[src/rtl/sr_latch_driver_if.sv]
// Requester-side handshake bundle for sr_latch_driver.
//   set_req : level request to set the latch, held until ack
//   clr_req : level request to clear the latch, held until ack
//   ack     : one-cycle pulse, request consumed
//   err     : one-cycle pulse with ack, conflict or feedback timeout
//   busy    : sequencer is not idle
//   q_state : last confirmed latch value
// master = requester, slave = sr_latch_driver.
interface sr_latch_driver_if;
  logic set_req;
  logic clr_req;
  logic ack;
  logic err;
  logic busy;
  logic q_state;

  modport master (
    output set_req,
    output clr_req,
    input  ack,
    input  err,
    input  busy,
    input  q_state
  );

  modport slave (
    input  set_req,
    input  clr_req,
    output ack,
    output err,
    output busy,
    output q_state
  );
endinterface

[src/rtl/sr_latch_driver.sv]
// Sequencer driving the S/R/E inputs of a gated SR latch.
// Turns set/clear requests into width-controlled S or R pulses (never S=R=1),
// confirms the result from synchronized Q/Qbar feedback and answers with ack/err.
// Ports:
//   clk, rst_n       : clock (rising edge), asynchronous active-low reset
//   bus (slave)      : set_req/clr_req in, ack/err/busy/q_state out
//   s_out/r_out/e_out: latch drive, all registered
//   q_in/qbar_in     : latch feedback, asynchronous to clk
module sr_latch_driver #(
  parameter int PULSE_CYC   = 4,
  parameter int GAP_CYC     = 2,
  parameter int TIMEOUT_CYC = 16
) (
  input  logic               clk,
  input  logic               rst_n,
  sr_latch_driver_if.slave   bus,
  output logic               s_out,
  output logic               r_out,
  output logic               e_out,
  input  logic               q_in,
  input  logic               qbar_in
);

  localparam int MAX_PG = (PULSE_CYC > GAP_CYC) ? PULSE_CYC : GAP_CYC;
  localparam int MAX_C  = (MAX_PG > TIMEOUT_CYC) ? MAX_PG : TIMEOUT_CYC;
  localparam int CW     = $clog2(MAX_C + 1);

  typedef enum logic [1:0] {
    ST_IDLE  = 2'd0,
    ST_PULSE = 2'd1,
    ST_CHECK = 2'd2,
    ST_GAP   = 2'd3
  } state_t;

  state_t        r_state;
  logic [CW-1:0] r_cnt;
  logic          r_target;
  logic          r_s;
  logic          r_r;
  logic          r_e;
  logic          r_ack;
  logic          r_err;
  logic          r_busy;
  logic          r_q_state;
  logic [1:0]    r_q_sync;
  logic [1:0]    r_qbar_sync;
  logic          w_match;

  assign s_out       = r_s;
  assign r_out       = r_r;
  assign e_out       = r_e;
  assign bus.ack     = r_ack;
  assign bus.err     = r_err;
  assign bus.busy    = r_busy;
  assign bus.q_state = r_q_state;

  // A latch output with Q==Qbar never matches either target, so it just waits for the timeout.
  assign w_match = (r_q_sync[1] == r_target) && (r_qbar_sync[1] == ~r_target);

  // Two-stage synchronizers for the asynchronous latch feedback.
  always_ff @(posedge clk or negedge rst_n) begin
    if (!rst_n) begin
      r_q_sync    <= 2'b00;
      r_qbar_sync <= 2'b00;
    end else begin
      r_q_sync    <= {r_q_sync[0], q_in};
      r_qbar_sync <= {r_qbar_sync[0], qbar_in};
    end
  end

  // Sequencer FSM; every output is set from the state being entered so it is registered.
  always_ff @(posedge clk or negedge rst_n) begin
    if (!rst_n) begin
      r_state   <= ST_IDLE;
      r_cnt     <= '0;
      r_target  <= 1'b0;
      r_s       <= 1'b0;
      r_r       <= 1'b0;
      r_e       <= 1'b0;
      r_ack     <= 1'b0;
      r_err     <= 1'b0;
      r_busy    <= 1'b0;
      r_q_state <= 1'b0;
    end else begin
      case (r_state)
        ST_IDLE: begin
          r_ack <= 1'b0;
          r_err <= 1'b0;
          r_cnt <= '0;
          // Only one of S/R is ever raised; a double request is refused without any drive.
          if (bus.set_req && !bus.clr_req) begin
            r_target <= 1'b1;
            r_s      <= 1'b1;
            r_e      <= 1'b1;
            r_busy   <= 1'b1;
            r_state  <= ST_PULSE;
          end else if (bus.clr_req && !bus.set_req) begin
            r_target <= 1'b0;
            r_r      <= 1'b1;
            r_e      <= 1'b1;
            r_busy   <= 1'b1;
            r_state  <= ST_PULSE;
          end else if (bus.set_req && bus.clr_req) begin
            r_ack   <= 1'b1;
            r_err   <= 1'b1;
            r_busy  <= 1'b1;
            r_state <= ST_GAP;
          end else begin
            r_busy <= 1'b0;
          end
        end

        ST_PULSE: begin
          // Drive was raised on entry, so PULSE_CYC-1 further edges give PULSE_CYC high cycles.
          if (r_cnt == CW'(PULSE_CYC - 1)) begin
            r_s     <= 1'b0;
            r_r     <= 1'b0;
            r_e     <= 1'b0;
            r_cnt   <= '0;
            r_state <= ST_CHECK;
          end else begin
            r_cnt <= r_cnt + CW'(1);
          end
        end

        ST_CHECK: begin
          if (w_match) begin
            r_ack     <= 1'b1;
            r_q_state <= r_target;
            r_cnt     <= '0;
            r_state   <= ST_GAP;
          end else if (r_cnt == CW'(TIMEOUT_CYC - 1)) begin
            r_ack   <= 1'b1;
            r_err   <= 1'b1;
            r_cnt   <= '0;
            r_state <= ST_GAP;
          end else begin
            r_cnt <= r_cnt + CW'(1);
          end
        end

        ST_GAP: begin
          r_ack <= 1'b0;
          r_err <= 1'b0;
          if (r_cnt == CW'(GAP_CYC - 1)) begin
            r_cnt   <= '0;
            r_busy  <= 1'b0;
            r_state <= ST_IDLE;
          end else begin
            r_cnt <= r_cnt + CW'(1);
          end
        end

        default: begin
          r_state <= ST_IDLE;
          r_cnt   <= '0;
          r_s     <= 1'b0;
          r_r     <= 1'b0;
          r_e     <= 1'b0;
          r_ack   <= 1'b0;
          r_err   <= 1'b0;
          r_busy  <= 1'b0;
        end
      endcase
    end
  end

endmodule

[src/flat_wrapper.sv]
// flat-port wrapper written by rule: the top's interface ports become plain ports
module sr_latch_driver_flat 
#(
  parameter int PULSE_CYC   = 4,
  parameter int GAP_CYC     = 2,
  parameter int TIMEOUT_CYC = 16
)
  (clk, rst_n, s_out, r_out, e_out, q_in, qbar_in, bus_set_req, bus_clr_req, bus_ack, bus_err, bus_busy, bus_q_state);
  sr_latch_driver_if bus_i ();
  input  logic clk;
  input  logic rst_n;
  output logic s_out;
  output logic r_out;
  output logic e_out;
  input  logic q_in;
  input  logic qbar_in;
  input wire logic [$bits(bus_i.set_req)-1:0] bus_set_req;
  input wire logic [$bits(bus_i.clr_req)-1:0] bus_clr_req;
  output wire logic [$bits(bus_i.ack)-1:0] bus_ack;
  output wire logic [$bits(bus_i.err)-1:0] bus_err;
  output wire logic [$bits(bus_i.busy)-1:0] bus_busy;
  output wire logic [$bits(bus_i.q_state)-1:0] bus_q_state;
  assign bus_i.set_req = bus_set_req;
  assign bus_i.clr_req = bus_clr_req;
  assign bus_ack = bus_i.ack;
  assign bus_err = bus_i.err;
  assign bus_busy = bus_i.busy;
  assign bus_q_state = bus_i.q_state;
  sr_latch_driver #(.PULSE_CYC(PULSE_CYC), .GAP_CYC(GAP_CYC), .TIMEOUT_CYC(TIMEOUT_CYC)) u_core (.clk(clk), .rst_n(rst_n), .bus(bus_i), .s_out(s_out), .r_out(r_out), .e_out(e_out), .q_in(q_in), .qbar_in(qbar_in));
endmodule
[config.mk]
export PLATFORM = sky130hd
export DESIGN_NAME = sr_latch_driver_flat
export DESIGN_NICKNAME = d
export VERILOG_FILES = /design/src/rtl/sr_latch_driver_if.sv /design/src/rtl/sr_latch_driver.sv /design/src/flat_wrapper.sv
export SDC_FILE = /design/constraint.sdc
export NUM_CORES = 1
export LEC_CHECK = 0
export BUFFER_PORTS_ARGS = -buffer_cell sky130_fd_sc_hd__buf_4
export CAP_MARGIN = 10
export CORE_MARGIN = 2
export CORE_UTILIZATION = 52
export CTS_CLUSTER_SIZE = 40
export DETAILED_ROUTE_END_ITERATION = 10
export PLACE_DENSITY_LB_ADDON = 0.1
export SYNTH_ARGS = -nofsm -noshare
export SYNTH_HDL_FRONTEND = slang
export SYNTH_SLANG_ARGS = --single-unit
[constraint.sdc]
create_clock -name clk -period 4.9 [get_ports clk]
set_clock_uncertainty 0.2 [all_clocks]
set_input_delay 0.49 -clock clk [delete_from_list [all_inputs] [get_ports clk]]
set_output_delay 0.49 -clock clk [all_outputs]
set_load 0.1 [all_outputs]
==> implementation parameters, run 1 <==
Parameter                              Value

Synth
  Number of distinct library cells after synthesis    25
  Share of flip-flops with an asynchronous set or reset    100%
  Post-synthesis share of cell area spent on full adders, half adders and majority gates    approximately 15%
  Mux share of post-synthesis cell area    6.08%
  Post-synthesis share of cell area spent on xor and xnor gates    about 1.7%
  Sequential cell area fraction in the yosys report    a little under half
  Top_reg_cell synth    dfrtp_1
  Yosys warning count    0
  Post-Syn Nets    ~120
  Synthesized-area fraction occupied by and/or/nand/nor cells    ~15%
  Flop and latch count out of synthesis    19
  Number of enable-type register cells in the synthesized netlist    0
  Cells after synthesis    just under 100
  Post-Syn Area per Cell    10.8 um2
  Post-synthesis compound-gate area fraction    roughly an eighth
  Synthesized cell area    approximately 0.0010 mm2
  Largest family of logic cells by synthesized area    adder cells

Setup path
  CP Data Arrival Time    slightly above 2 ns
  Cells along the critical path    ha_1 -> nand3_1 -> inv_1 -> ha_1 -> nand4b_1 -> nor2b_1 -> mux2_2
  Maximum net fanout on the critical path    4
  Setup Crit Path Kind    flop to flop
  Delay contributed by the slowest stage of the critical path    between 0.4 and 0.5 ns
  Required time at the endpoint of the critical path    roughly 4.9 ns
  Critical Path Sink Type    flop
  Standard cell with the maximum stage delay on the critical path    dfrtp_1
  Reg2reg path depth    7
  Most used cell along the critical path    ha_1
  Startpoint kind of the worst setup timing path    flop

Timing
  Maximum clock frequency    between 400 and 500 MHz
  Slew at the pin closest to its max-slew limit    about 0.29 ns
  Total count of hold-check failures in the final report    0
  Fin crit share    about two fifths
  Final setup violating endpoints    0
  Hold Slack    about 0.09 ns
  Clock period minus final worst setup slack    between 2 and 2.5 ns
  Unrepaired setup endpoints after global routing    no
  Final count of pins violating max slew    0
  Relative slew margins    approximately four fifths
  Final sum of negative setup slack    0 ns

Detailed routing
  Vias post-DR    around 740
  DRT antenna net count    0
  DRC Markers    0
  WL/cell    between 10 and 15 um
  Number of DRC markers in iteration 0    12
  Via-per-instance ratio    around 5.3
  Initial DRT Pass Iterations    4
  Detailed Route WL    around 1800 um

CTS
  CTS sink cnt    19
  Clock insertion delay at the later pin of the skew report    ~0.30 ns
  Number of buffers inserted to repair setup after CTS    0
  Clock buffers created by TritonCTS    3
  Longest Clk Path Bufs    2
  Clock-pin slew on the worst setup and hold paths    ~0.11 ns
  Clock root buffer    clkbuf_4
  CTS tree    yes
  # H-tree levels    1
  Post-cts resize count    0

Power
  Internal portion of total power    ~360 uW
  Worst ir drop on vdd    0.274 mV
  Sequential share of power    approximately a third
  Net switching power figure    324 uW
  Share of total power in combinational logic    a little under three fifths
  Fraction of power consumed by the clock network    11.7%
  Power density over the cells    ~560 mW/mm2
  Share of total power consumed by net switching    47.5%
  Leakage power figure    a little under 0.0006 uW

Hold path
  Hold depth    1
  Classification of the worst-slack hold path    input port to flop

Global route
  First-pass GRT wire length    3090 um
  Overall routing resource usage    16.3%
  Overflow after GRT    0
  Number of global-route vias before repair    710
  Pin count of the biggest net entering global routing    20
  Initial antenna violation count    0

Floorplanning
  Area of the core    0.00194 mm2
  Ports placed on the boundary    13
  Vert. Die Dim    roughly 50 um
  Die area    0.00239 mm2
  Initial Utilization    a little over half
  Die width    about 50 um
  Number of cell rows    16

Placement
  Final HPWL from detailed placement    approximately 1300 um
  Final estimated routing congestion in global placement    roughly 0.73
  Cell Count Post-Placement    136
  I/O Buffers    12

Cells and area
  Number of standard cells in the layout, taps in and fillers out    141
  Register cell area after layout    475 um2
  Fraction of final layout cells sized beyond drive strength 1    between 20 and 25%
  Count of inserted antenna diode cells    0
  Footprint of the multi-input gates    529 um2
  # nets final    134
  Filler cell count    160
  Synthesis-to-layout area growth    15.4%

Status
  Run status    complete, no violations

Flow run
  Total of max-cap violations    0
cells by family (layout without fill, tap and decap cells):
logic type                 count (synthesis)  count (layout)
AOI/OAI and AO/OA                         19              19
xor gates and xnor gates                   2               2
adders and majority gates                 13              13
buffers and inverters                     12              29
DFF                                       19              19
muxes                                      6               6
and+or+nand+nor                           26              26
cell usage in the layout, fill, tap and decap left out, drive strengths merged:
| cell type | Yosys | layout |
|---|---|---|
| o21a | 2 | 2 |
| a21oi | 4 | 4 |
| or3b | 1 | 1 |
| nor2b | 3 | 3 |
| clkbuf | 0 | 3 |
| nand3 | 6 | 6 |
| or4b | 2 | 2 |
| nor2 | 8 | 8 |
| a22oi | 1 | 1 |
| mux2i | 3 | 3 |
| a21o | 1 | 1 |
| inv | 12 | 12 |
| a31oi | 1 | 1 |
| nand2 | 2 | 2 |
| a32oi | 1 | 1 |
| clkinv | 0 | 1 |
| mux2 | 3 | 3 |
| xor2 | 1 | 1 |
| nand3b | 2 | 2 |
| nand4b | 1 | 1 |
| a21boi | 1 | 1 |
| dlygate4sd3 | 0 | 1 |
| xnor2 | 1 | 1 |
| buf | 0 | 12 |
| dfrtp | 19 | 19 |
| o21ai | 8 | 8 |
| ha | 13 | 13 |
| nand4 | 1 | 1 |
synth_stat cells (2+ instances only):
cell,count,area share (%)
a21oi_1,4,1.9
dfrtp_1,19,45
ha_1,13,15
inv_1,12,4.3
mux2_2,3,3.2
mux2i_1,3,2.9
nand2_1,2,0.72
nand3_1,5,2.4
nand3b_1,2,1.4
nor2_1,8,2.9
nor2b_1,3,1.8
o21a_1,2,1.4
o21ai_0,8,3.8
or4b_4,2,2.6
per-stage QoR:
step / area, um2 / setup slack (ns) / utilization, % / total power, uW
after floorplan: 1050 / 3.01 / - / 525
after global placement: 1170 / 2.96 / 60.4 / 599
after detailed placement: 1170 / 2.90 / 60.4 / 603
after CTS: 1210 / 2.87 / 62.4 / 685
after global routing: 1210 / 2.77 / 62.4 / 724
final: 1210 / 2.87 / 62.4 / 683
worst paths after layout:
| path | startpoint | end | slack [ns] |
|---|---|---|---|
| max | u_core.r_cnt[0] | u_core.bus.ack | 2.87 |
| min | qbar_in | u_core.r_qbar_sync[0] | 0.09 |
| max reg2reg | u_core.r_cnt[0] | u_core.bus.ack | 2.87 |
| min reg2reg | u_core.r_qbar_sync[0] | u_core.r_qbar_sync[1] | 0.16 |
| max in group asynchronous | rst_n | u_core.r_q_sync[0] | 3.92 |
| min in group asynchronous | rst_n | u_core.r_cnt[3] | 0.38 |
routing by layer:
metal / share of wire, % / global-route usage (%)
met4: 1.3 / 5.71
met5: 0 / 0
met2: 46 / 26.5
met3: 2.8 / 2.15
met1: 50 / 22.4
critical path, delay by kind of cell (launching register included):
family / cells / cell delay [ns]
flip-flops: 1 / 0.43
AND/OR/NAND/NOR: 3 / 0.53
multiplexers: 1 / 0.28
adder cells (fa/ha/maj): 2 / 0.44
buffers and inverters: 1 / 0.06
area by class of cell:
class | instances | area share (%)
sequential | 19 | 39.3
timing repair buffer | 13 | 8.26
inverter | 12 | 3.72
tap | 27 | 2.79
clock buffer | 3 | 1.86
multi-input combinational | 66 | 43.7
clock inverter | 1 | 0.413
state kept, by name (all words and copies together), names as in the netlist:
name                cells
u_core.r_q_sync         2
u_core.r_cnt            5
u_core.r_target         1
u_core.bus.busy         1
u_core.r_state          2
u_core.bus.q_state      1
u_core.s_out            1
u_core.r_out            1
u_core.e_out            1
u_core.bus.err          1
u_core.r_qbar_sync      2
u_core.bus.ack          1
what timing repair did:
| action | CTS | global route |
|---|---|---|
| hold endpoints to repair | 19 | 0 |
| setup endpoints to repair | 0 | 0 |
| hold buffers | 1 | 0 |
power by group through the flow:
stage | clock [uW] | sequential (uW) | combinational, uW
floorplan | 0 | 324 | 201
global placement | 0 | 223 | 377
detailed placement | 0 | 225 | 378
CTS | 82.1 | 222 | 381
global route | 88.5 | 226 | 409
finish | 79.9 | 222 | 381
Note: power is estimated with default switching activity, not from simulation.
==> inputs of run 2 (changes only) <==
- clock period: 4.9 -> 2.1 ns (I/O delays scaled with it)
==> run 2 against run 1 <==
Against the previous run:
- register-to-register slack worse by 2.8 ns
- via count is 0.81% higher
- first-iteration DRC count stayed put
==> implementation parameters, run 2 (same netlist as run 1, synthesis figures left out) <==
Parameter                              Value

Global route
  First-pass GRT wire length    3150 um
  Overall routing resource usage    about 17%
  Initial antenna violation count    0
  Number of global-route vias before repair    approximately 730
  Overflow after GRT    0
  Pin count of the biggest net entering global routing    20

Timing
  Unrepaired setup endpoints after global routing    no
  Fin crit share    94.4%
  Final count of pins violating max slew    0
  Final setup violating endpoints    0
  Slew at the pin closest to its max-slew limit    between 0.2 and 0.3 ns
  Hold Slack    0.102 ns
  Maximum clock frequency    505 MHz
  Clock period minus final worst setup slack    1.98 ns
  Total count of hold-check failures in the final report    0
  Relative slew margins    80.9%
  Final sum of negative setup slack    0 ns

Cells and area
  Max FFs per register    5
  Register containing the most flip-flops in the final layout    u_core.r_cnt
  # nets final    137
  Count of inserted antenna diode cells    0
  Leading cell type in the layout, fill and taps excluded    dfrtp_1
  Commonest cells after routing, fill and taps aside    19 x dfrtp_1, 13 x buf_4, 12 x inv_1, 12 x ha_1
  Fraction of final layout cells sized beyond drive strength 1    between 20 and 25%
  Filler cell count    between 150 and 200
  Synthesis-to-layout area growth    18.2%
  Post-layout utilization of the core    a little under two thirds

Setup path
  Critical Path Sink Type    flop
  Startpoint kind of the worst setup timing path    flop
  Maximum net fanout on the critical path    4
  CP top delay family    simple AND/OR/NAND/NOR gates
  Cells along the critical path    buf_4 -> ha_1 -> or4b_4 -> a22oi_4 -> nand3_2 -> a32oi_1
  Buffer and inverter count on the worst path    1
  Required time at the endpoint of the critical path    approximately 2.1 ns
  Setup Crit Path Kind    flop to flop
  CP Data Arrival Time    ~2.0 ns
  Delay contributed by the slowest stage of the critical path    0.48 ns
  Standard cell with the maximum stage delay on the critical path    or4b_4

Power
  Share of total power consumed by net switching    47.2%
  Internal portion of total power    about 850 uW
  Leakage power figure    0.000589 uW
  Post-layout total power    roughly 1600 uW
  Fraction of power consumed by the clock network    a little under an eighth
  Worst ir drop on vdd    between 0.6 and 0.7 mV
  Net switching power figure    around 760 uW
  Share of total power in combinational logic    56.4%
  Power density over the cells    1300 mW/mm2
  Sequential share of power    32.1%

Detailed routing
  Vias post-DR    750
  Detailed Route WL    between 1500 and 2000 um
  DRT antenna net count    0
  DRC Markers    0
  Via-per-instance ratio    5.21
  Number of DRC markers in iteration 0    12
  WL/cell    around 13 um
  Initial DRT Pass Iterations    4

Floorplanning
  Die area    0.00239 mm2
  Number of cell rows    16
  Vert. Die Dim    approximately 49 um
  Ports placed on the boundary    13
  Area of the core    0.00194 mm2
  Initial Utilization    a little over half
  Die width    48.9 um

Placement
  I/O Buffers    12
  Final estimated routing congestion in global placement    around 0.73
  Final HPWL from detailed placement    roughly 1300 um

CTS
  CTS tree    yes
  Longest Clk Path Bufs    2
  Clock root buffer    clkbuf_4
  Clock-pin slew on the worst setup and hold paths    around 0.11 ns
  CTS sink cnt    19
  Clock buffers created by TritonCTS    3
  # H-tree levels    1
  Clock insertion delay at the later pin of the skew report    about 0.30 ns

Hold path
  Classification of the worst-slack hold path    input port to async pin

Flow run
  Total of max-cap violations    0

Status
  Run status    complete, no violations
run 2: cell types whose count changed in the layout (fill, tap and decap cells not counted), sizes merged:
cell	delta
buf	+1
dlygate4sd3	+2
run 2: power by group through the flow:
stage	registers (uW)	clock network (uW)	logic, uW
floorplan	756	0	469
global placement	519	0	879
detailed placement	526	0	882
CTS	517	191	893
global route	528	207	972
finish	517	186	907
run 2: through the flow:
| stage | cell area [um2] | setup slack [ns] | std cells |
|---|---|---|---|
| floorplan | 1050 | 0.212 | 97 |
| global route | 1240 | 0.0254 | 144 |
| finish | 1240 | 0.118 | 144 |
| global placement | 1170 | 0.163 | 136 |
| CTS | 1230 | 0.0696 | 143 |
| detailed placement | 1170 | 0.104 | 136 |
run 2: worst reg2reg max path, cell delays in order (launching register included):
cell and delay [ns]:
dfrtp_1 0.40, buf_4 0.13, ha_1 0.13, or4b_4 0.48, a22oi_4 0.26, nand3_2 0.12, a32oi_1 0.18
run 2: layout make-up:
cell class,count,area (um2),area share (%)
multi-input combinational,66,532,42.8
sequential,19,475,38.3
timing repair buffer,16,128,10.3
inverter,12,45.0,3.63
tap,27,33.8,2.72
clock buffer,3,22.5,1.81
clock inverter,1,5.00,0.403
run 2: worst paths after layout:
path	startpoint	end	slack (ns)	depth (start not counted)
max in group asynchronous	rst_n	u_core.r_q_sync[0]	1.40	2
hold reg to reg	u_core.r_qbar_sync[0]	u_core.r_qbar_sync[1]	0.16	0
setup reg to reg	u_core.r_cnt[0]	u_core.r_state[0]	0.12	6
min in group clk	u_core.r_qbar_sync[0]	u_core.r_qbar_sync[1]	0.16	0
hold / removal	rst_n	u_core.r_cnt[3]	0.10	2
setup / recovery	u_core.r_cnt[0]	u_core.r_state[0]	0.12	6
run 2: what timing repair did:
item,4_1_cts,5_1_grt
buffers inserted,0,1
hold endpoints to repair,21,0
gates resized for setup,0,1
setup endpoints to repair,0,1
hold buffers,3,0
run 2: metal layers:
layer  up-vias  GRT usage, %  wire length (um)
met3         4          2.15                44
met2        10          27.6               846
met1       362          22.4               893
li1        374             -                 -
met5         -             0                 0
met4         0          5.71                23
==> inputs of run 3 (changes only) <==
- CORE_UTILIZATION: 52 -> 51
==> run 3 against run 2 <==
Against the previous run:
- setup slack improved by 0.020 ns
- clock power about the same
- total power decreased by 1.3%
- critical path depth increased by 1
- maximum frequency increased by 1.0%
- hold slack improved by 0.00088 ns
- sequential power about the same
- sequential share of layout area increased by 0.23 points
- non-clock buffer count decreased by 1
- global-route usage decreased by 0.20 points
==> implementation parameters, run 3 (same netlist as run 1, synthesis figures left out) <==
Parameter                              Value

Status
  Run status    complete, no violations

Cells and area
  Synthesis-to-layout area growth    17.5%
  Register containing the most flip-flops in the final layout    u_core.r_cnt
  Post-layout utilization of the core    ~64%
  Fraction of final layout cells sized beyond drive strength 1    around 22%
  Max FFs per register    5
  Count of inserted antenna diode cells    0
  Number of standard cells in the layout, taps in and fillers out    roughly 140
  Leading cell type in the layout, fill and taps excluded    dfrtp_1
  # nets final    136
  Final design area excluding fillers    approximately 0.0012 mm2
  Commonest cells after routing, fill and taps aside    19 x dfrtp_1, 12 x inv_1, 12 x ha_1, 12 x buf_4

Setup path
  Required time at the endpoint of the critical path    approximately 2.1 ns
  Critical Path Sink Type    flop
  Setup Crit Path Kind    flop to flop
  Worst reg2reg endpoint    u_core.bus.ack
  Reg2reg path depth    7
  CP Data Arrival Time    1.95 ns
  Maximum net fanout on the critical path    4
  Worst reg2reg startpoint    u_core.r_cnt[0]
  Startpoint kind of the worst setup timing path    flop
  Register-to-register setup slack    between 0.1 and 0.15 ns

CTS
  Clock root buffer    clkbuf_4
  # H-tree levels    1
  Clock buffers created by TritonCTS    3
  CTS sink cnt    19
  Number of buffers inserted to repair setup after CTS    0
  Clock insertion delay at the later pin of the skew report    around 0.3 ns
  CTS tree    yes
  Longest Clk Path Bufs    2
  Clock-pin slew on the worst setup and hold paths    0.11 ns

Floorplanning
  Ports placed on the boundary    13
  Area of the core    between 0.0015 and 0.002 mm2
  Die area    ~0.0024 mm2
  Initial Utilization    54.1%
  Number of cell rows    16
  Die width    about 49 um
  Vert. Die Dim    slightly below 50 um

Power
  Power density over the cells    1290 mW/mm2
  Worst ir drop on vdd    ~0.73 mV
  Leakage power figure    between 0.0005 and 0.0006 uW

Global route
  Overall routing resource usage    approximately 16%
  Initial antenna violation count    0
  Number of global-route vias before repair    roughly 740
  First-pass GRT wire length    ~3100 um
  Overflow after GRT    0
  Pin count of the biggest net entering global routing    20

Detailed routing
  Number of DRC markers in iteration 0    6
  DRT antenna net count    0
  Via-per-instance ratio    between 5 and 6
  DRC Markers    0
  Vias post-DR    about 740
  Initial DRT Pass Iterations    4
  WL/cell    approximately 12 um
  Detailed Route WL    1760 um

Placement
  Post-Place Worst Slack    0.108 ns
  Final HPWL from detailed placement    around 1300 um
  Cell Count Post-Placement    approximately 140
  I/O Buffers    12
  Placed inst area    between 0.001 and 0.0015 mm2
  Final estimated routing congestion in global placement    roughly 0.73

Timing
  Slew at the pin closest to its max-slew limit    ~0.28 ns
  Relative slew margins    between 80% and 90%
  Post-layout worst setup margin    around 0.14 ns
  Final count of pins violating max slew    0
  Unrepaired setup endpoints after global routing    no
  Maximum clock frequency    approximately 510 MHz
  Clock period minus final worst setup slack    just under 2 ns
  Fin crit share    around 93%
  Final setup violating endpoints    0
  Final sum of negative setup slack    0 ns
  Total count of hold-check failures in the final report    0

Hold path
  Classification of the worst-slack hold path    input port to async pin

Flow run
  Total of max-cap violations    0
run 3: cell types whose count changed in the layout (fill, tap and decap cells not counted):
cell and delta:
buf_4 -1
run 3: worst max-delay path by stage:
stage	start	slack (ns)	end
2_1_floorplan	u_core.r_cnt[0]	0.21	u_core.bus.ack
3_3_place_gp	u_core.r_cnt[0]	0.16	u_core.bus.ack
3_5_place_dp	u_core.r_cnt[0]	0.11	u_core.bus.ack
4_1_cts	u_core.r_cnt[0]	0.09	u_core.bus.ack
5_1_grt	u_core.r_cnt[0]	0.04	u_core.bus.ack
6_report	u_core.r_cnt[0]	0.14	u_core.bus.ack
run 3: per-stage QoR:
stage | total power, uW | hold slack [ns]
4_1_cts | 1600 | 0.106
5_1_grt | 1710 | 0.125
6_report | 1590 | 0.103
2_1_floorplan | 1230 | -0.286
3_5_place_dp | 1410 | -0.103
3_3_place_gp | 1400 | -0.102
run 3: routing by layer:
layer	track usage [%]	up-vias	part of all wire [%]	wire, um
li1	-	371	-	-
met1	22.3	358	50	875
met2	27.3	8	47	831
met3	1.84	2	2.3	41
met4	5.56	0	0.57	10
met5	0	-	0	0
run 3: layout make-up:
class                   count  area [um2]
inverters                  12        45.0
fillers                   163         708
flip-flops and latches     19         475
repair buffers             15         120
clock inverters             1        5.00
well taps                  27        33.8
clock buffers               3        22.5
multi-input cells          66         532
run 3: repair_timing:
action                                  CTS  global route
endpoints found under the hold margin    21             0
hold buffers                              3             0
resized for setup                         0             1
endpoints found under the setup margin    0             1
run 3: critical path: stages, from the launching register on:
cell,delay [ns]
dfrtp_1,0.43
ha_2,0.21
nand3_1,0.10
inv_1,0.05
ha_1,0.19
nand4b_1,0.23
nor2b_1,0.18
mux2_2,0.28
run 3: power breakdown:
group	switching [uW]	leakage, uW	internal (uW)
Sequential	66.2	0.000228	453
Clock	112	0.0000177	70.9
Combinational	569	0.000338	317
Total	747	0.000584	841
